**src/rtl/st_channel_prefix_pipe_if.sv**
```systemverilog
`default_nettype none
// ============================================================================
// Module   : st_channel_prefix_pipe_if
// Purpose  : Prefix stream, Avalon-ST sink and Avalon-ST source bundle for
//            st_channel_prefix_pipe.
// Revision : 1.0 - initial release
// ============================================================================
interface st_channel_prefix_pipe_if #(
    parameter int DATA_W   = 12,
    parameter int CHAN_W   = 5,
    parameter int PREFIX_W = 2
);
    // Prefix stream
    logic                         prefix_valid;
    logic                         prefix_ready;
    logic [PREFIX_W-1:0]          prefix_data;

    // Avalon-ST sink
    logic                         STin_valid;
    logic                         STin_ready;
    logic [DATA_W-1:0]            STin_data;
    logic [CHAN_W-1:0]            STin_channel;
    logic                         STin_startofpacket;
    logic                         STin_endofpacket;

    // Avalon-ST source
    logic                         STout_ready;
    logic                         STout_valid;
    logic [DATA_W-1:0]            STout_data;
    logic [PREFIX_W+CHAN_W-1:0]   STout_channel;
    logic                         STout_startofpacket;
    logic                         STout_endofpacket;

    // Block-side view
    modport slave (
        input  prefix_valid, prefix_data,
        output prefix_ready,
        input  STin_valid, STin_data, STin_channel,
        input  STin_startofpacket, STin_endofpacket,
        output STin_ready,
        input  STout_ready,
        output STout_valid, STout_data, STout_channel,
        output STout_startofpacket, STout_endofpacket
    );

    // Environment-side view
    modport master (
        output prefix_valid, prefix_data,
        input  prefix_ready,
        output STin_valid, STin_data, STin_channel,
        output STin_startofpacket, STin_endofpacket,
        input  STin_ready,
        output STout_ready,
        input  STout_valid, STout_data, STout_channel,
        input  STout_startofpacket, STout_endofpacket
    );
endinterface
`default_nettype wire

```
**src/rtl/st_channel_prefix_pipe.sv**
```systemverilog
`default_nettype none
// ============================================================================
// Module   : st_channel_prefix_pipe
// Purpose  : Prepends a prefix (per packet or per beat) to the Avalon-ST
//            channel through a 2-entry registered skid buffer.
// Revision : 1.0 - initial release
// ============================================================================
module st_channel_prefix_pipe #(
    parameter int DATA_W      = 12,
    parameter int CHAN_W      = 5,
    parameter int PREFIX_W    = 2,
    parameter int PACKET_LOCK = 1
) (
    input  wire logic                 clk,
    input  wire logic                 reset,
    st_channel_prefix_pipe_if.slave   st,
    output logic                      in_packet
);

    localparam int OCH_W = PREFIX_W + CHAN_W;

    localparam logic [0:0] S_IDLE   = 1'b0;
    localparam logic [0:0] S_IN_PKT = 1'b1;

    logic [0:0]          r_state;
    logic [PREFIX_W-1:0] r_prefix;

    logic                r_out_valid;
    logic [DATA_W-1:0]   r_out_data;
    logic [OCH_W-1:0]    r_out_chan;
    logic                r_out_sop;
    logic                r_out_eop;

    logic                r_skid_valid;
    logic [DATA_W-1:0]   r_skid_data;
    logic [OCH_W-1:0]    r_skid_chan;
    logic                r_skid_sop;
    logic                r_skid_eop;

    logic                w_need_prefix;
    logic                w_space;
    logic                w_in_ready;
    logic                w_pfx_ready;
    logic                w_accept;
    logic                w_main_open;
    logic [PREFIX_W-1:0] w_prefix;
    logic [OCH_W-1:0]    w_chan;

    assign w_need_prefix = (PACKET_LOCK == 0) || (r_state == S_IDLE);
    assign w_space       = !r_skid_valid;

    // Readies are held low during reset even though the flops already read empty.
    assign w_in_ready  = !reset && w_space && (!w_need_prefix || st.prefix_valid);
    assign w_pfx_ready = !reset && w_space && w_need_prefix && st.STin_valid;
    assign w_accept    = st.STin_valid && w_in_ready;
    assign w_main_open = !r_out_valid || st.STout_ready;

    assign w_prefix = w_need_prefix ? st.prefix_data : r_prefix;
    assign w_chan   = {w_prefix, st.STin_channel};

    assign st.STin_ready   = w_in_ready;
    assign st.prefix_ready = w_pfx_ready;

    assign st.STout_valid         = r_out_valid;
    assign st.STout_data          = r_out_data;
    assign st.STout_channel       = r_out_chan;
    assign st.STout_startofpacket = r_out_sop;
    assign st.STout_endofpacket   = r_out_eop;

    assign in_packet = (r_state == S_IN_PKT);

    // Packet tracking: a prefix is consumed only when a beat arrives in IDLE.
    always_ff @(posedge clk or posedge reset) begin
        if (reset) begin
            r_state  <= S_IDLE;
            r_prefix <= '0;
        end else if (w_accept) begin
            if (w_need_prefix) begin
                r_prefix <= st.prefix_data;
            end
            case (r_state)
                S_IDLE: begin
                    if ((PACKET_LOCK != 0) && !st.STin_endofpacket) begin
                        r_state <= S_IN_PKT;
                    end
                end
                S_IN_PKT: begin
                    if (st.STin_endofpacket) begin
                        r_state <= S_IDLE;
                    end
                end
                default: r_state <= S_IDLE;
            endcase
        end
    end

    // Main register refills from skid first so beat order is preserved.
    always_ff @(posedge clk or posedge reset) begin
        if (reset) begin
            r_out_valid  <= 1'b0;
            r_out_data   <= '0;
            r_out_chan   <= '0;
            r_out_sop    <= 1'b0;
            r_out_eop    <= 1'b0;
            r_skid_valid <= 1'b0;
            r_skid_data  <= '0;
            r_skid_chan  <= '0;
            r_skid_sop   <= 1'b0;
            r_skid_eop   <= 1'b0;
        end else begin
            if (w_main_open) begin
                if (r_skid_valid) begin
                    r_out_valid  <= 1'b1;
                    r_out_data   <= r_skid_data;
                    r_out_chan   <= r_skid_chan;
                    r_out_sop    <= r_skid_sop;
                    r_out_eop    <= r_skid_eop;
                    r_skid_valid <= 1'b0;
                end else if (w_accept) begin
                    r_out_valid <= 1'b1;
                    r_out_data  <= st.STin_data;
                    r_out_chan  <= w_chan;
                    r_out_sop   <= st.STin_startofpacket;
                    r_out_eop   <= st.STin_endofpacket;
                end else begin
                    r_out_valid <= 1'b0;
                end
            end else if (w_accept) begin
                r_skid_valid <= 1'b1;
                r_skid_data  <= st.STin_data;
                r_skid_chan  <= w_chan;
                r_skid_sop   <= st.STin_startofpacket;
                r_skid_eop   <= st.STin_endofpacket;
            end
        end
    end

endmodule
`default_nettype wire

```
**src/flat_wrapper.sv**
```systemverilog
// flat-port wrapper written by rule: the top's interface ports become plain ports
module st_channel_prefix_pipe_flat 
#(
    parameter int DATA_W      = 12,
    parameter int CHAN_W      = 5,
    parameter int PREFIX_W    = 2,
    parameter int PACKET_LOCK = 1
)
  (clk, reset, in_packet, st_prefix_valid, st_prefix_data, st_prefix_ready, st_STin_valid, st_STin_data, st_STin_channel, st_STin_startofpacket, st_STin_endofpacket, st_STin_ready, st_STout_ready, st_STout_valid, st_STout_data, st_STout_channel, st_STout_startofpacket, st_STout_endofpacket);
  st_channel_prefix_pipe_if #(.DATA_W(DATA_W), .CHAN_W(CHAN_W), .PREFIX_W(PREFIX_W)) st_i ();
  input  wire logic clk;
  input  wire logic reset;
  output logic in_packet;
  input wire logic [$bits(st_i.prefix_valid)-1:0] st_prefix_valid;
  input wire logic [$bits(st_i.prefix_data)-1:0] st_prefix_data;
  output wire logic [$bits(st_i.prefix_ready)-1:0] st_prefix_ready;
  input wire logic [$bits(st_i.STin_valid)-1:0] st_STin_valid;
  input wire logic [$bits(st_i.STin_data)-1:0] st_STin_data;
  input wire logic [$bits(st_i.STin_channel)-1:0] st_STin_channel;
  input wire logic [$bits(st_i.STin_startofpacket)-1:0] st_STin_startofpacket;
  input wire logic [$bits(st_i.STin_endofpacket)-1:0] st_STin_endofpacket;
  output wire logic [$bits(st_i.STin_ready)-1:0] st_STin_ready;
  input wire logic [$bits(st_i.STout_ready)-1:0] st_STout_ready;
  output wire logic [$bits(st_i.STout_valid)-1:0] st_STout_valid;
  output wire logic [$bits(st_i.STout_data)-1:0] st_STout_data;
  output wire logic [$bits(st_i.STout_channel)-1:0] st_STout_channel;
  output wire logic [$bits(st_i.STout_startofpacket)-1:0] st_STout_startofpacket;
  output wire logic [$bits(st_i.STout_endofpacket)-1:0] st_STout_endofpacket;
  assign st_i.prefix_valid = st_prefix_valid;
  assign st_i.prefix_data = st_prefix_data;
  assign st_prefix_ready = st_i.prefix_ready;
  assign st_i.STin_valid = st_STin_valid;
  assign st_i.STin_data = st_STin_data;
  assign st_i.STin_channel = st_STin_channel;
  assign st_i.STin_startofpacket = st_STin_startofpacket;
  assign st_i.STin_endofpacket = st_STin_endofpacket;
  assign st_STin_ready = st_i.STin_ready;
  assign st_i.STout_ready = st_STout_ready;
  assign st_STout_valid = st_i.STout_valid;
  assign st_STout_data = st_i.STout_data;
  assign st_STout_channel = st_i.STout_channel;
  assign st_STout_startofpacket = st_i.STout_startofpacket;
  assign st_STout_endofpacket = st_i.STout_endofpacket;
  st_channel_prefix_pipe #(.DATA_W(DATA_W), .CHAN_W(CHAN_W), .PREFIX_W(PREFIX_W), .PACKET_LOCK(PACKET_LOCK)) u_core (.clk(clk), .reset(reset), .st(st_i), .in_packet(in_packet));
endmodule
```
**config.mk**
```make
export PLATFORM = sky130hd
export DESIGN_NAME = st_channel_prefix_pipe_flat
export DESIGN_NICKNAME = d
export VERILOG_FILES = /design/src/rtl/st_channel_prefix_pipe_if.sv /design/src/rtl/st_channel_prefix_pipe.sv /design/src/flat_wrapper.sv
export SDC_FILE = /design/constraint.sdc
export NUM_CORES = 1
export LEC_CHECK = 0
export CORE_MARGIN = 2
export CORE_UTILIZATION = 35
export CTS_CLUSTER_SIZE = 30
export DETAILED_ROUTE_END_ITERATION = 7
export PLACE_DENSITY = 0.62
export SLEW_MARGIN = 40
export SYNTH_ARGS = -nofsm -noshare
export SYNTH_HDL_FRONTEND = slang
export SYNTH_SLANG_ARGS = --single-unit
```
**constraint.sdc**
```tcl
create_clock -name clk -period 2.73 [get_ports clk]
set_clock_uncertainty 0.05 [all_clocks]
set_input_delay 0.546 -clock clk [delete_from_list [all_inputs] [get_ports clk]]
set_output_delay 0.546 -clock clk [all_outputs]
set_load 0.02 [all_outputs]
```
==> flow_metrics.py, run 1 <==
metrics = {
    "global_routing": {
        "grt_start_max_net_pins": 48,
        "antenna_found_initial": 0,
        "grt_usage_pct": 16.2,
        "grt_pass1_wl_um": 7910,
        "grt_pass1_vias": 1500,
        "overflow": 0,
    },
    "final_layout": {
        "stdcell_area_um2": 2820,
        "drive_above_1_share_pct": 21.0,
        "layout.nets": 239,
        "area_growth_pct": 34.8,
        "n_antenna_cell": 0,
        "num-fill-cells": 513,
        "final_core_util_pct": 48.2,
    },
    "floorplanning": {
        "fp.dieW_um": 81.4,
        "dieHeight_um": 81.4,
        "initial_utilization_pct": 35.8,
        "die_area_um2": 6620,
        "ios": 51,
        "core_area_um2": 5850,
        "core.rowCount": 28,
    },
    "clock_tree": {
        "cts-root-buf": "clkbuf_8",
        "cts_buffer_depth": 2,
        "cts_tree": "built",
        "post_cts_buffers": 0,
        "cts_made_buffers": 5,
        "h-tree-depth": 2,
        "clock_sinks": 47,
        "insertion_delay_ns": 0.30,
        "path_clk_slew_ns": 0.08,
    },
    "timing": {
        "fin_crit_sh_pct": 94.0,
        "worst_pin_slew_ns": 0.592,
        "setup_ws_ns": 0.164,
        "setup_violations": 0,
        "clock.fmax_ghz": 0.390,
        "rsz0062_at_grt": "no",
        "setup-tns-final_ns": 0,
        "slew_headroom_pct": 60.5,
        "drv_slew": 0,
        "period_minus_slack_ns": 2.57,
        "hold_viol_final": 0,
    },
    "synth": {
        "synthDistinctLibCells": 24,
        "postSynthAreaPerCell_um2": 13.3,
        "synth_area_um2": 2090,
        "synth_seq_area_share_pct": 56.2,
        "synthCells": 158,
        "ys_seq_elements": 47,
        "synth-warning-count": 0,
        "synth_nets": 184,
    },
    "placed_design": {
        "gp_congestion": 0.711,
        "dpl-instance-area_um2": 2680,
        "dp_hpwl_um": 3240,
        "dp_slack_ns": 0.0349,
        "portBuffers": 50,
    },
    "critical_path": {
        "start_kind": "primary input",
        "crit_path_top_delay_cell": "clkdlybuf4s50_1",
        "max_stage_delay_ns": 0.54,
        "critPathMaxFanout": 5,
        "path_common_cell": "clkdlybuf4s50_1",
        "cp.required_ns": 2.13,
        "cp_num_buf_inv": 2,
        "arrival_ns": 1.97,
        "crit_chain": "clkdlybuf4s50_1 > or2_4 > and3_1 > clkdlybuf4s50_1",
        "critPathKind": "primary input to primary output",
        "crit_family": "buffers and inverters",
        "cp-end-kind": "primary output",
    },
    "worst_hold_path": {
        "hold_class": "flop to flop",
    },
    "pwr": {
        "irDropWorstVdd_mv": 0.341,
        "power_density_nw_per_um2": 941,
        "leakage_uw": 0.00122,
    },
    "route": {
        "dr_total_vias": 1511,
        "drcViolationCount": 0,
        "wirelength_um": 4890,
        "wl_per_cell_um": 16.9,
        "initialDrtViolationCount": 33,
        "dr.pass1.iters": 4,
        "ant_nets": 0,
        "avgViaCountPerCell": 5.23,
    },
    "run_status": {
        "outcome": "completed",
    },
    "run": {
        "maxCapViolCount": 0,
    },
}
## layout by cell type (no fill, tap or decap), types with 6 or more instances in the layout
cell	synthesis	layout
a21oi_1	8	8
a2bb2oi_1	13	13
buf_4	0	7
clkdlybuf4s50_1	0	50
dfrtp_1	47	47
mux2_4	20	20
nand2b_1	7	7
o22ai_1	23	23
o31ai_1	6	6
## report_power, final
part | internal [uW] | leakage (uW) | total, uW | switching, uW
clock network | 366 | 0.0000654 | 596 | 230
logic | 561 | 0.000598 | 944 | 384
registers | 957 | 0.000559 | 1120 | 160
## logic make-up (layout without fill, tap and decap cells)
kind of cell           after synthesis  in the layout  synth area share (%)
AO/OA/AOI/OAI                       52             52                  17.0
AND/OR/NAND/NOR                     23             23                  6.69
multiplexers                        25             25                  17.0
flip-flops                          47             47                  56.2
buffers and inverters               11             67                  3.11
## sequential cells by signal (all words and copies together), names as in the netlist
name                           cells
u_core.st.STout_channel            7
u_core.st.STout_valid              1
u_core.st.STout_endofpacket        1
u_core.st.STout_startofpacket      1
u_core.r_skid_sop                  1
u_core.r_skid_data                12
u_core.r_skid_valid                1
u_core.r_prefix                    2
u_core.r_skid_chan                 7
u_core.r_skid_eop                  1
u_core.st.STout_data              12
u_core.in_packet                   1
## routing by layer
metal,vias up,GRT usage (%),wire (um)
met5,-,0,0
met4,0,5.08,63
met3,7,3.78,230
met2,38,24.5,2240
met1,753,22.8,2350
li1,713,-,-
## final cells by class
| type | count | area, um^2 | share of cell area (%) |
|---|---|---|---|
| Sequential cell | 47 | 1180 | 41.7 |
| Timing Repair Buffer | 57 | 553 | 19.6 |
| Tap cell | 75 | 93.8 | 3.32 |
| Clock inverter | 2 | 60.1 | 2.13 |
| Clock buffer | 6 | 72.6 | 2.57 |
| Multi-Input combinational cell | 100 | 860 | 30.5 |
| Inverter | 2 | 7.51 | 0.266 |
## Yosys cell counts, drive strengths merged
cell type   n  area [um^2]
o31ai       6         45.0
clkbuf      5         18.8
dfrtp      47         1180
a21oi       9         48.8
nand2       5         18.8
a2bb2oi    13          114
and3        1         6.26
mux2       25          357
nand2b      7         43.8
o21ai       1         5.00
inv         2         7.50
or2         1         8.76
nor2b       2         12.5
nor4b       1         8.76
and2        1         6.26
o22ai      23          144
buf         4         38.8
nor2        2         7.51
nand3       3         27.5
## repair_timing
action	CTS	global route
hold buffers	0	0
endpoints found under the setup margin	0	1
gates resized for setup	0	1
## worst paths after layout
check | from | slack, ns | end | cells past startpoint
hold reg to reg | u_core.r_prefix[0] | 0.46 | u_core.r_prefix[0] | 1
min in group asynchronous | reset | 0.76 | u_core.in_packet | 3
max in group asynchronous | reset | 1.46 | u_core.st.STout_channel[5] | 3
setup reg to reg | u_core.r_skid_valid | 0.80 | u_core.r_skid_chan[6] | 5
hold / removal | u_core.r_prefix[0] | 0.46 | u_core.r_prefix[0] | 1
setup / recovery | st_prefix_valid | 0.16 | st_STin_ready | 4
## through the flow
step,power [uW],cells,hold slack (ns)
detailed placement,2080,281,0.438
CTS,2680,289,0.461
global route,2800,289,0.473
finish,2660,289,0.459
global placement,2050,281,0.431
floorplan,1680,158,0.420
No activity file was read; power rests on OpenSTA's default activity.
==> inputs of run 2 (changes only) <==
==> constraint.sdc (replaced) <==
create_clock -name clk -period 2.73 [get_ports clk]
set_clock_uncertainty 0.05 [all_clocks]
set_input_delay 0.273 -clock clk [delete_from_list [all_inputs] [get_ports clk]]
set_output_delay 0.273 -clock clk [all_outputs]
set_load 0.02 [all_outputs]
==> flow_metrics.py, run 2 (synthesis gave the netlist of run 1 again) <==
metrics = {
    "placed_design": {
        "dpl-instance-area_um2": 2660,
        "portBuffers": 50,
        "dp_hpwl_um": 3020,
        "gp_congestion": 0.695,
    },
    "pwr": {
        "irDropWorstVdd_mv": 0.348,
        "switchingPower_uw": 761,
        "p_comb_share_pct": 36.4,
        "power_density_nw_per_um2": 920,
        "pwr-share-clk_pct": 19.4,
        "leakage_uw": 0.00119,
        "power.internal_uw": 1780,
        "sequentialPowerShare_pct": 44.2,
        "sw_frac_of_total_pct": 29.9,
    },
    "clock_tree": {
        "cts_tree": "built",
        "cts-root-buf": "clkbuf_8",
        "cts_buffer_depth": 2,
        "path_clk_slew_ns": 0.08,
        "clock_sinks": 47,
        "post_cts_buffers": 0,
        "insertion_delay_ns": 0.30,
        "cts_resized": 0,
        "cts_made_buffers": 5,
        "h-tree-depth": 2,
        "ctsHoldBuffers": 0,
    },
    "timing": {
        "period_minus_slack_ns": 2.35,
        "setup_violations": 0,
        "fin_crit_sh_pct": 86.1,
        "hold_slack_ns": 0.453,
        "hold_viol_final": 0,
        "worst_pin_slew_ns": 0.727,
        "setup-tns-final_ns": 0,
        "rsz0062_at_grt": "no",
        "drv_slew": 0,
        "clock.fmax_ghz": 0.425,
        "slew_headroom_pct": 51.6,
    },
    "critical_path": {
        "cp-end-kind": "primary output",
        "cp.required_ns": 2.41,
        "critPathMaxFanout": 16,
        "arrival_ns": 2.03,
        "start_kind": "flop",
        "critPathKind": "flop to primary output",
    },
    "global_routing": {
        "grt_pass1_wl_um": 7620,
        "antenna_found_initial": 0,
        "grt_usage_pct": 15.5,
        "grt_pass1_vias": 1508,
        "overflow": 0,
        "grt_start_max_net_pins": 48,
    },
    "floorplanning": {
        "dieHeight_um": 81.4,
        "die_area_um2": 6620,
        "ios": 51,
        "fp.dieW_um": 81.4,
        "initial_utilization_pct": 35.8,
        "core_area_um2": 5850,
        "core.rowCount": 28,
    },
    "final_layout": {
        "n_antenna_cell": 0,
        "mostFrequentLayoutCells": "clkdlybuf4s50_1, dfrtp_1, o22ai_1, mux2_4, a2bb2oi_1",
        "stdcell_area_um2": 2760,
        "drive_above_1_share_pct": 19.0,
        "layout.nets": 236,
        "final_common_cell": "clkdlybuf4s50_1",
        "num-fill-cells": 531,
        "area_growth_pct": 32.0,
    },
    "route": {
        "avgViaCountPerCell": 5.23,
        "drcViolationCount": 0,
        "dr_total_vias": 1490,
        "wl_per_cell_um": 16.4,
        "wirelength_um": 4670,
        "dr.pass1.iters": 4,
        "ant_nets": 0,
        "initialDrtViolationCount": 84,
    },
    "worst_hold_path": {
        "hold_class": "flop to flop",
    },
    "run": {
        "maxCapViolCount": 0,
    },
    "run_status": {
        "outcome": "completed",
    },
}
## run 2: changes by cell type in the layout (fill, tap and decap cells not counted)
| cell | delta |
|---|---|
| buf_4 | -3 |
| bufinv_16 | -1 |
| nor4b_1 | +1 |
| nor4b_2 | -1 |
## run 2: metal layers
layer	vias to the layer above	share of wire (%)	global-route usage [%]	routed length [um]
li1	698	-	-	-
met1	743	47	21.4	2180
met3	6	5.3	5.00	248
met2	43	46	22.8	2170
met5	-	0	0	0
met4	0	1.5	5.25	69
## run 2: final cells by class
| cell class | instances | area (um^2) | area share, % |
|---|---|---|---|
| Timing Repair Buffer | 54 | 531 | 19.2 |
| Multi-Input combinational cell | 100 | 853 | 30.9 |
| Clock inverter | 1 | 30.0 | 1.09 |
| Tap cell | 75 | 93.8 | 3.40 |
| Sequential cell | 47 | 1180 | 42.6 |
| Clock buffer | 6 | 72.6 | 2.63 |
| Inverter | 2 | 7.51 | 0.272 |
## run 2: path summary, 6_finish.rpt
kind	startpoint	end	slack, ns	depth (start not counted)
min in group asynchronous	reset	u_core.r_skid_data[0]	0.47	3
min reg2reg	u_core.r_prefix[1]	u_core.r_prefix[1]	0.45	1
max reg2reg	u_core.r_skid_valid	u_core.st.STout_data[6]	0.70	4
max in group asynchronous	reset	u_core.st.STout_channel[5]	1.75	3
max	u_core.r_skid_valid	st_prefix_ready	0.38	2
min	u_core.r_prefix[1]	u_core.r_prefix[1]	0.45	1
## run 2: through the flow
| stage | util, % | cells | worst slack (ns) | power [uW] |
|---|---|---|---|---|
| after floorplan | - | 158 | 0.720 | 1680 |
| after global placement | 45.5 | 278 | 0.545 | 2050 |
| after detailed placement | 45.5 | 278 | 0.495 | 2070 |
| after CTS | 47.2 | 285 | 0.341 | 2570 |
| after global routing | 47.2 | 285 | 0.257 | 2690 |
| final | 47.2 | 285 | 0.378 | 2540 |
## run 2: worst max-delay path, stage by stage (launching register included)
cell,delay (ns)
dfrtp_1,0.57
nor4b_1,0.47
clkdlybuf4s50_1,0.69
## run 2: power groups by stage
stage | logic, uW | clock network [uW] | registers (uW)
finish | 926 | 493 | 1120
CTS | 936 | 507 | 1120
global route | 987 | 539 | 1160
detailed placement | 939 | 0 | 1130
global placement | 919 | 0 | 1130
floorplan | 424 | 0 | 1250
==> inputs of run 3 (changes only) <==
Settings changed: HOLD_SLACK_MARGIN set to 0.15, SKIP_CTS_REPAIR_TIMING set to 1, TNS_END_PERCENT set to 10.
==> results of run 3 <==
The final DEF is identical to that of run 2; final timing and power are the same.
